**config.mk**
```make
export PLATFORM = sky130hd
export DESIGN_NAME = imem_loader
export DESIGN_NICKNAME = d
export VERILOG_FILES = /design/src/rtl/imem_loader.sv
export SDC_FILE = /design/constraint.sdc
export NUM_CORES = 1
export LEC_CHECK = 0
export CORE_MARGIN = 2
export CORE_UTILIZATION = 30
export DETAILED_ROUTE_END_ITERATION = 10
export PLACE_DENSITY = 0.62
export RECOVER_POWER = 50
export REMOVE_ABC_BUFFERS = 1
export SETUP_SLACK_MARGIN = 0.4
export SLEW_MARGIN = 0
export SYNTH_ARGS = -nofsm -noshare
export SYNTH_HDL_FRONTEND = slang
export SYNTH_SLANG_ARGS = --single-unit
```
**constraint.sdc**
```tcl
create_clock -name iw_clk -period 1.65 [get_ports iw_clk]
set_input_delay 0.33 -clock iw_clk [delete_from_list [all_inputs] [get_ports iw_clk]]
set_output_delay 0.33 -clock iw_clk [all_outputs]
set_load 0.05 [all_outputs]
```
**src/rtl/imem_loader.sv**
```systemverilog
`default_nettype none
// ============================================================================
//  Module      : imem_loader
//  Description : Boot-time instruction-memory loader. Accepts a framed byte
//                stream (0xA5, 16-bit big-endian word count, payload, optional
//                XOR checksum), assembles big-endian words and writes them
//                from address 0 into the spare imem write port. Holds the
//                core in reset until the image is complete; parks in an
//                error state on a framing or checksum failure.
//  Config      : IMEM_LOADER_CSUM_EN - when defined the frame ends with a
//                checksum byte (XOR of payload bytes) that is verified before
//                release; when undefined the frame has no checksum and a
//                one-cycle FLUSH state precedes DONE.
//  Revision    : 1.0 - initial release
// ============================================================================
module imem_loader #(
   parameter int DATA_W = 24,
   parameter int ADDR_W = 24,
   parameter int DEPTH  = 4096,
   parameter int BPW    = (DATA_W + 7) / 8
) (
   input  logic              iw_clk,
   input  logic              iw_rst_n,
   input  logic [7:0]        iw_byte,
   input  logic              iw_byte_valid,
   output logic              or_byte_ready,
   input  logic              iw_restart,
   output logic              or_mem_we,
   output logic [ADDR_W-1:0] or_mem_addr,
   output logic [DATA_W-1:0] or_mem_wdata,
   output logic              or_core_rst,
   output logic              or_done,
   output logic              or_err
);

   localparam logic [7:0]        C_MAGIC     = 8'hA5;
   localparam int                C_BCW       = (BPW > 1) ? $clog2(BPW) : 1;
   localparam logic [C_BCW-1:0]  C_LAST_BYTE = C_BCW'(BPW - 1);
   localparam logic [16:0]       C_DEPTH     = 17'(DEPTH);

   typedef enum logic [2:0] {
      S_SYNC   = 3'd0,
      S_LEN_HI = 3'd1,
      S_LEN_LO = 3'd2,
      S_DATA   = 3'd3,
      S_CSUM   = 3'd4,
      S_FLUSH  = 3'd5,
      S_DONE   = 3'd6,
      S_ERR    = 3'd7
   } state_t;

   // State entered once the payload (possibly empty) has been consumed.
`ifdef IMEM_LOADER_CSUM_EN
   localparam state_t C_TAIL = S_CSUM;
`else
   localparam state_t C_TAIL = S_FLUSH;
`endif

   state_t            r_state;
   state_t            w_state_nxt;
   logic [7:0]        r_len_hi;
   logic [15:0]       r_words_left;
   logic [15:0]       w_len;
   logic [C_BCW-1:0]  r_byte_cnt;
   logic [DATA_W-1:0] r_acc;
   logic [DATA_W-1:0] w_acc_nxt;
   logic [ADDR_W-1:0] r_wcnt;
   logic              w_take;
   logic              w_word_done;
   logic              w_restart;
`ifdef IMEM_LOADER_CSUM_EN
   logic [7:0]        r_xor;
`endif

   // Next-state logic plus handshake / word-assembly decode.
   always_comb begin
      w_take      = iw_byte_valid & or_byte_ready;
      // Shift the new byte in; bits beyond DATA_W fall off the top, which
      // discards the unused high bits of each word's first byte.
      w_acc_nxt   = DATA_W'({r_acc, iw_byte});
      w_len       = {r_len_hi, iw_byte};
      w_word_done = w_take && (r_state == S_DATA) && (r_byte_cnt == C_LAST_BYTE);
      w_restart   = iw_restart && ((r_state == S_DONE) || (r_state == S_ERR));
      w_state_nxt = r_state;
      case (r_state)
         S_SYNC: begin
            if (w_take && (iw_byte == C_MAGIC)) w_state_nxt = S_LEN_HI;
         end
         S_LEN_HI: begin
            if (w_take) w_state_nxt = S_LEN_LO;
         end
         S_LEN_LO: begin
            if (w_take) begin
               if ({1'b0, w_len} > C_DEPTH) w_state_nxt = S_ERR;
               else if (w_len == 16'd0)     w_state_nxt = C_TAIL;
               else                         w_state_nxt = S_DATA;
            end
         end
         S_DATA: begin
            if (w_word_done && (r_words_left == 16'd1)) w_state_nxt = C_TAIL;
         end
         S_CSUM: begin
`ifdef IMEM_LOADER_CSUM_EN
            if (w_take) w_state_nxt = (iw_byte == r_xor) ? S_DONE : S_ERR;
`else
            w_state_nxt = S_SYNC;
`endif
         end
         S_FLUSH: begin
            w_state_nxt = S_DONE;
         end
         S_DONE, S_ERR: begin
            if (iw_restart) w_state_nxt = S_SYNC;
         end
         default: begin
            w_state_nxt = S_SYNC;
         end
      endcase
   end

   // State register.
   always_ff @(posedge iw_clk or negedge iw_rst_n) begin
      if (!iw_rst_n) r_state <= S_SYNC;
      else           r_state <= w_state_nxt;
   end

   // Registered status outputs, decoded from the state being entered.
   always_ff @(posedge iw_clk or negedge iw_rst_n) begin
      if (!iw_rst_n) begin
         or_byte_ready <= 1'b0;
         or_core_rst   <= 1'b1;
         or_done       <= 1'b0;
         or_err        <= 1'b0;
      end else begin
         or_byte_ready <= (w_state_nxt != S_FLUSH) && (w_state_nxt != S_DONE) &&
                          (w_state_nxt != S_ERR);
         or_core_rst   <= (w_state_nxt != S_DONE);
         or_done       <= (w_state_nxt == S_DONE);
         or_err        <= (w_state_nxt == S_ERR);
      end
   end

   // Imem write port: one-cycle strobe on the edge taking a word's last byte.
   always_ff @(posedge iw_clk or negedge iw_rst_n) begin
      if (!iw_rst_n) begin
         or_mem_we    <= 1'b0;
         or_mem_addr  <= '0;
         or_mem_wdata <= '0;
      end else begin
         or_mem_we <= w_word_done;
         if (w_word_done) begin
            or_mem_addr  <= r_wcnt;
            or_mem_wdata <= w_acc_nxt;
         end
      end
   end

   // Length capture, word assembly and word/byte counters.
   always_ff @(posedge iw_clk or negedge iw_rst_n) begin
      if (!iw_rst_n) begin
         r_len_hi     <= '0;
         r_words_left <= '0;
         r_byte_cnt   <= '0;
         r_acc        <= '0;
         r_wcnt       <= '0;
      end else begin
         if (w_take && (r_state == S_LEN_HI)) r_len_hi <= iw_byte;
         if (w_take && (r_state == S_LEN_LO)) r_words_left <= w_len;
         if (w_take && (r_state == S_DATA)) begin
            r_acc      <= w_acc_nxt;
            r_byte_cnt <= w_word_done ? '0 : r_byte_cnt + C_BCW'(1);
         end
         if (w_word_done) begin
            r_wcnt       <= r_wcnt + ADDR_W'(1);
            r_words_left <= r_words_left - 16'd1;
         end
         if (w_restart) begin
            r_wcnt     <= '0;
            r_byte_cnt <= '0;
         end
      end
   end

`ifdef IMEM_LOADER_CSUM_EN
   // Running XOR of payload bytes, cleared on reload.
   always_ff @(posedge iw_clk or negedge iw_rst_n) begin
      if (!iw_rst_n)                         r_xor <= '0;
      else if (w_restart)                    r_xor <= '0;
      else if (w_take && (r_state == S_DATA)) r_xor <= r_xor ^ iw_byte;
   end
`endif

endmodule
`default_nettype wire

```
; ---- After elaboration in Yosys (flattened, before gate mapping)
; Cells that the tools add are included.
[word_totals]
romBits = 0
memories = 0
inputBits = 12
ramBits = 0
out_inout_bits = 53
reg_bits = 122
latchBits = 0
[op_classes]
n_mul = 0
muxes = 15
add_sub_neg = 3
shifts = 0
div_mod_pow = 0
reduce_logical = 16
order_cmp = 1
bitwise_logic = 1
n_eq_ne = 15
[op_table]
columns = operator, n
row1 = 24-bit 2-to-1 mux, 2
row2 = 16-bit 2-to-1 mux, 2
row3 = "24-bit by 1-bit adder with 24-bit output, second input constant", 1
row4 = 3-bit 2-to-1 mux, 7
row5 = 3-bit one-hot mux with 7 select lines, 1
row6 = "3-bit equality test, second input constant", 6
row7 = "16-bit by 1-bit equality test with 1-bit output, second input constant", 1
row8 = "16-bit by 13-bit > comparator with 1-bit output, second input constant", 1
row9 = 16-bit logical NOT, 1
row10 = "16-bit by 1-bit subtractor with 16-bit output, second input constant", 1
row11 = 1-bit logical AND, 9
row12 = "3-bit inequality test, second input constant", 3
row13 = "8-bit equality test, second input constant", 1
row14 = "3-bit by 2-bit equality test with 1-bit output, second input constant", 2
row15 = 2-bit 2-to-1 mux, 3
row16 = 2-bit nonzero test, 3
row17 = "3-bit by 1-bit equality test with 1-bit output, second input constant", 1
row18 = 3-bit logical NOT, 1
row19 = "2-bit by 1-bit adder with 2-bit output, second input constant", 1
row20 = "2-bit equality test, second input constant", 1
row21 = 2-bit OR reduction, 1
row22 = 1-bit bitwise AND, 1
row23 = 1-bit logical OR, 1

; ---- Longest topological paths before layout
[depth]
word_depth = 9
ltp_mapped = 7

; ---- Worst setup path after synthesis
; No wires, ideal clock.
[synth_timing]
kind = reg-to-reg
start = reg or_byte_ready
end = reg r_wcnt[20]
n_path_buf = 1
required_time_ns = 1.518
path_stages_with_launch = 7
period_less_slack_ns = 2.086
arrival_ns = 1.954
path_slack_ns = -0.436
path_cell_list = dfrtp_1 > and3_1 > nand4_1 > clkbuf_1 > nor4_1 > xnor2_1 > nor2_1
[synth_via]
elab_chain_cells = 4
[synth_lines]
columns = element, line
row1 = "start, declared", 26  ; output logic or_byte_ready,
row2 = "start signal, assigned", 135  ; or_byte_ready <= (w_state_nxt != S_FLUSH) && (w_state_nxt != S_DONE) &&
row3 = 1-bit bitwise AND, 77  ; w_take = iw_byte_valid & or_byte_ready;
row4 = 1-bit logical AND (2 in a row), 82  ; w_word_done = w_take && (r_state == S_DATA) && (r_byte_cnt == C_LAST_BYTE);
row5 = 2-bit nonzero test (no source line), -
row6 = "end signal, assigned", 174  ; r_wcnt <= r_wcnt + ADDR_W'(1);
row7 = "end, declared", 67  ; logic [ADDR_W-1:0] r_wcnt;
; No other way between the ends.
; A chain may end at the register's enable or synchronous reset.

; ---- Final worst setup path
[layout_timing]
start = reg r_byte_cnt[0]
end = reg r_words_left[5]
[layout_via]
elab_chain_cells = 3
elab_cells_between_ends = 4
[layout_lines]
columns = element, line
row1 = "start, declared", 64  ; logic [C_BCW-1:0] r_byte_cnt;
row2 = "start signal, assigned", 171  ; r_byte_cnt <= w_word_done ? '0 : r_byte_cnt + C_BCW'(1);
row3 = 2-bit equality test (*), 82
row4 = 1-bit logical AND (*), 82
row5 = 16-bit 2-to-1 mux or 2-bit nonzero test (tied branches), -
row6 = "end signal, assigned", 168  ; if (w_take && (r_state == S_LEN_LO)) r_words_left <= w_len;
row7 = "end signal, assigned", 175  ; r_words_left <= r_words_left - 16'd1;
row8 = "end, declared", 62  ; logic [15:0] r_words_left;
; Mark *: on every way between the ends. The rest lies on a longest branch, timed or not.

==> flow_summary_export.csv <==
group,metric,value,unit
status,status,"complete, but fails checks",
status,violations,"setup timing",
worst_setup_path,critPathMostFrequentCell,"buf_12",
min_path,min_from,"iw_byte[6]",
clocking,cts.htree.levels,4,
logic_synthesis,synthDistinctLibCells,56,
final_layout,area_growth,91.9,%
worst_setup_path,worstRegToRegCells,8,
place,pre_cts_slack,-0.817,ns
worst_setup_path,regToRegStartpoint,"r_byte_cnt[0]$_DFFE_PN0P_",
die,fp.dieH,138,µm
worst_setup_path,crit_chain,"and4bb_4 -> buf_12 -> nand2_8 -> buf_12 -> clkinv_8 -> nand2_4 -> o311ai_0 -> nand3_1",
clocking,path_clk_slew,0.06,ns
min_path,worstHoldEndpoint,"r_acc[6]$_DFFE_PN0P_",
logic_synthesis,syn_area,5380,µm²
pwr,fin_total_pwr,15.5,mW
clocking,clock_sinks,122,
logic_synthesis,synth.most_common_cell,"nand2_1",
pwr,ir_worst_vdd,0.00108,V
worst_setup_path,cp_max_fo,6,
logic_synthesis,syn_area_per_cell,9.32,µm²
global_routing,track_usage,19.6,%
timing,worst_slew_pin_slew,0.761,ns
clocking,cts_max_path_buffers,2,
logic_synthesis,ys_top_cells_by_area,"dfrtp_1 56%, nand2_1 15%, xnor2_1 2.9%",
place,gp_congestion,0.827,
die,die_area,19000,µm²
clocking,cts_buffers,17,
worst_setup_path,critPathSlowestCell,"o311ai_0",
worst_setup_path,end_kind,"register",
final_layout,drive_above_1_share,62.0,%
die,die_width,138,µm
global_routing,antenna_found_initial,0,
routing,drt-vias-per-instance,5.05,
routing,wl,20200,µm
logic_synthesis,postSynthCellCount,577,
global_routing,grt_pass1_vias,5375,
die,rows,48,
place,dp_hpwl,9740,µm
timing,finalSetupTns,-9.19,ns
logic_synthesis,synthArstFlopShare,100,%
min_path,hold_path.class,"input pin to register",
logic_synthesis,netlist.area_leader.share,56.3,%
worst_setup_path,cpPeakStageDelay,0.45,ns
worst_setup_path,cp-start-kind,"register",
timing,finClkSkew,0.00632,ns
logic_synthesis,synth_commonest_cells,"217 x nand2_1, 121 x dfrtp_1, 38 x nor2_1, 21 x nor3_1, 20 x clkbuf_1",
routing,drt_iter0_markers,299,
worst_setup_path,reg2reg_to,"r_words_left[5]$_DFFE_PN0P_",
place,port_buffers,64,
clocking,cts_tree,"done",
routing,drc,0,
routing,vias,5530,
worst_setup_path,cp_data_required_time,1.93,ns
timing,max_freq,489,MHz
timing,whs,0.293,ns
logic_synthesis,yosysWarnings,0,
worst_setup_path,crit_type,"register to register",
logic_synthesis,yosysTopAreaCell,"dfrtp_1",
timing,finalCritPeriodShare,124,%
routing,drtAntennaViolNets,0,
min_path,hold_depth,4,
final_layout,antenna_cells,0,
logic_synthesis,ys_seq_elements,122,
die,core-area,17400,µm²
global_routing,grt_max_degree,35,
worst_setup_path,rrSetupSlack,-0.39,ns
clocking,root_buffer,"clkbuf_16",
clocking,clk_latency,0.43,ns
timing,fin_crit,2.04,ns
global_routing,grt-ovfl-total,0,
timing,grt_setup_unrepaired,"true",
timing,slew_violations,0,
die,initial_core_util,30.9,%
timing,fin_ws,-0.394,ns
logic_synthesis,synth_edf_count,0,
timing,slew-limit-headroom,49.2,%
timing,finalSetupViolCount,89,
routing,wl_per_cell,18.4,µm
routing,drt_first_pass_iters,4,
logic_synthesis,ys_seq_area_share,56.8,%
pwr,p_leak,5.22,nW
logic_synthesis,synth_flop_cell,"dfrtp_1",
job,max_cap_viol_count,0,
pwr,power_density,1510,nW/µm²
global_routing,grt_pass1_wl,28200,µm
final_layout,layout.nets,872,
worst_setup_path,cp.arrival,2.32,ns
timing,hold_viol_final,0,
die,io_pins,65,
-- flip-flops by register name (all words and copies together) (netlist names) --
signal	flops
r_byte_cnt	2
r_acc	16
r_state	3
or_mem_we	1
or_done	1
r_len_hi	8
or_err	1
r_wcnt	24
or_mem_addr	24
or_core_rst	1
r_words_left	16
or_mem_wdata	24
or_byte_ready	1
-- how the worst max path moves through the flow --
stage                         startpoint                     endpoint  slack, ns  cells past startpoint
2_1_floorplan    or_byte_ready$_DFF_PN0_  r_words_left[5]$_DFFE_PN0P_      -1.01                      6
3_3_place_gp                  iw_byte[1]            or_done$_DFF_PN0_      -0.79                      6
3_5_place_dp                  iw_byte[1]            or_done$_DFF_PN0_      -0.82                      6
4_1_cts          r_len_hi[1]$_DFFE_PN0P_             or_err$_DFF_PN0_      -0.23                      5
5_1_grt          r_len_hi[1]$_DFFE_PN0P_            or_done$_DFF_PN0_      -0.39                      5
6_report       r_byte_cnt[0]$_DFFE_PN0P_  r_words_left[5]$_DFFE_PN0P_      -0.39                      8
-- where the power goes --
part           total, mW  leakage (nW)  switching [mW]  internal, mW
logic               6.93          3.30            3.50          3.43
registers           4.55          1.61           0.733          3.82
clock network       4.05         0.309            1.36          2.69
-- worst max-delay path: cells and delay by family, from the launching register on --
kind | cells | cell delay, ns
simple gates | 4 | 0.71
compound gates | 1 | 0.45
buf+inv | 3 | 0.33
flops | 1 | 0.40
-- final cells by class --
class                   instances  area (µm²)
inverters                       9        46.3
clock inverters                 6         134
fillers                      1275        7090
repair buffers                287        3000
clock buffers                  26         499
well taps                     225         282
multi-input cells             420        3310
flip-flops and latches        122        3060
-- per-layer routing --
layer	wire length (µm)	vias up	GRT usage, %
met5	0	-	0
met4	872	0	9.13
met3	1130	74	4.86
met2	10300	188	31.8
met1	7890	2760	24.7
li1	-	2508	-
-- through the flow --
| step | area, µm² | instances | util, % |
|---|---|---|---|
| floorplan | 5270 | 551 | - |
| global placement | 6960 | 942 | 39.9 |
| detailed placement | 6960 | 942 | 39.9 |
| CTS | 9470 | 1059 | 54.4 |
| global route | 10300 | 1095 | 59.3 |
| finish | 10300 | 1095 | 59.3 |
-- logic make-up after synthesis --
kind of cell    share of synthesized area, %
fa+ha+maj                              0.698
buf+inv                                 2.72
flops                                   56.8
xor+xnor                                3.26
compound gates                          6.21
mux                                     1.86
simple gates                            28.5
-- layout by cell type, fill, tap and decap left out, drive strengths merged, types with 3 or more instances in the layout --
cell / n
and3: 5
nand3: 16
nor3b: 3
nand2: 218
nor2: 38
clkdlybuf4s50: 3
clkinv: 3
a311oi: 3
or4: 4
mux2: 8
nand4: 6
clkbuf: 27
inv: 8
dfrtp: 121
dlygate4sd2: 4
buf: 277
a211oi: 4
o21ai: 8
xnor2: 18
nor3: 24
bufinv: 4
or3: 6
nor4: 11
o31ai: 4
ha: 3
a21oi: 13
-- timing repair --
| action | in CTS | in global routing |
|---|---|---|
| endpoints found under the hold margin | 27 | 0 |
| gates cloned | 12 | 0 |
| buffers inserted | 72 | 36 |
| endpoints found under the setup margin | 175 | 175 |
| gates resized for setup | 298 | 159 |
| hold buffers | 1 | 0 |
| pin swaps | 156 | 109 |
Power figures use the tool's default switching activity.
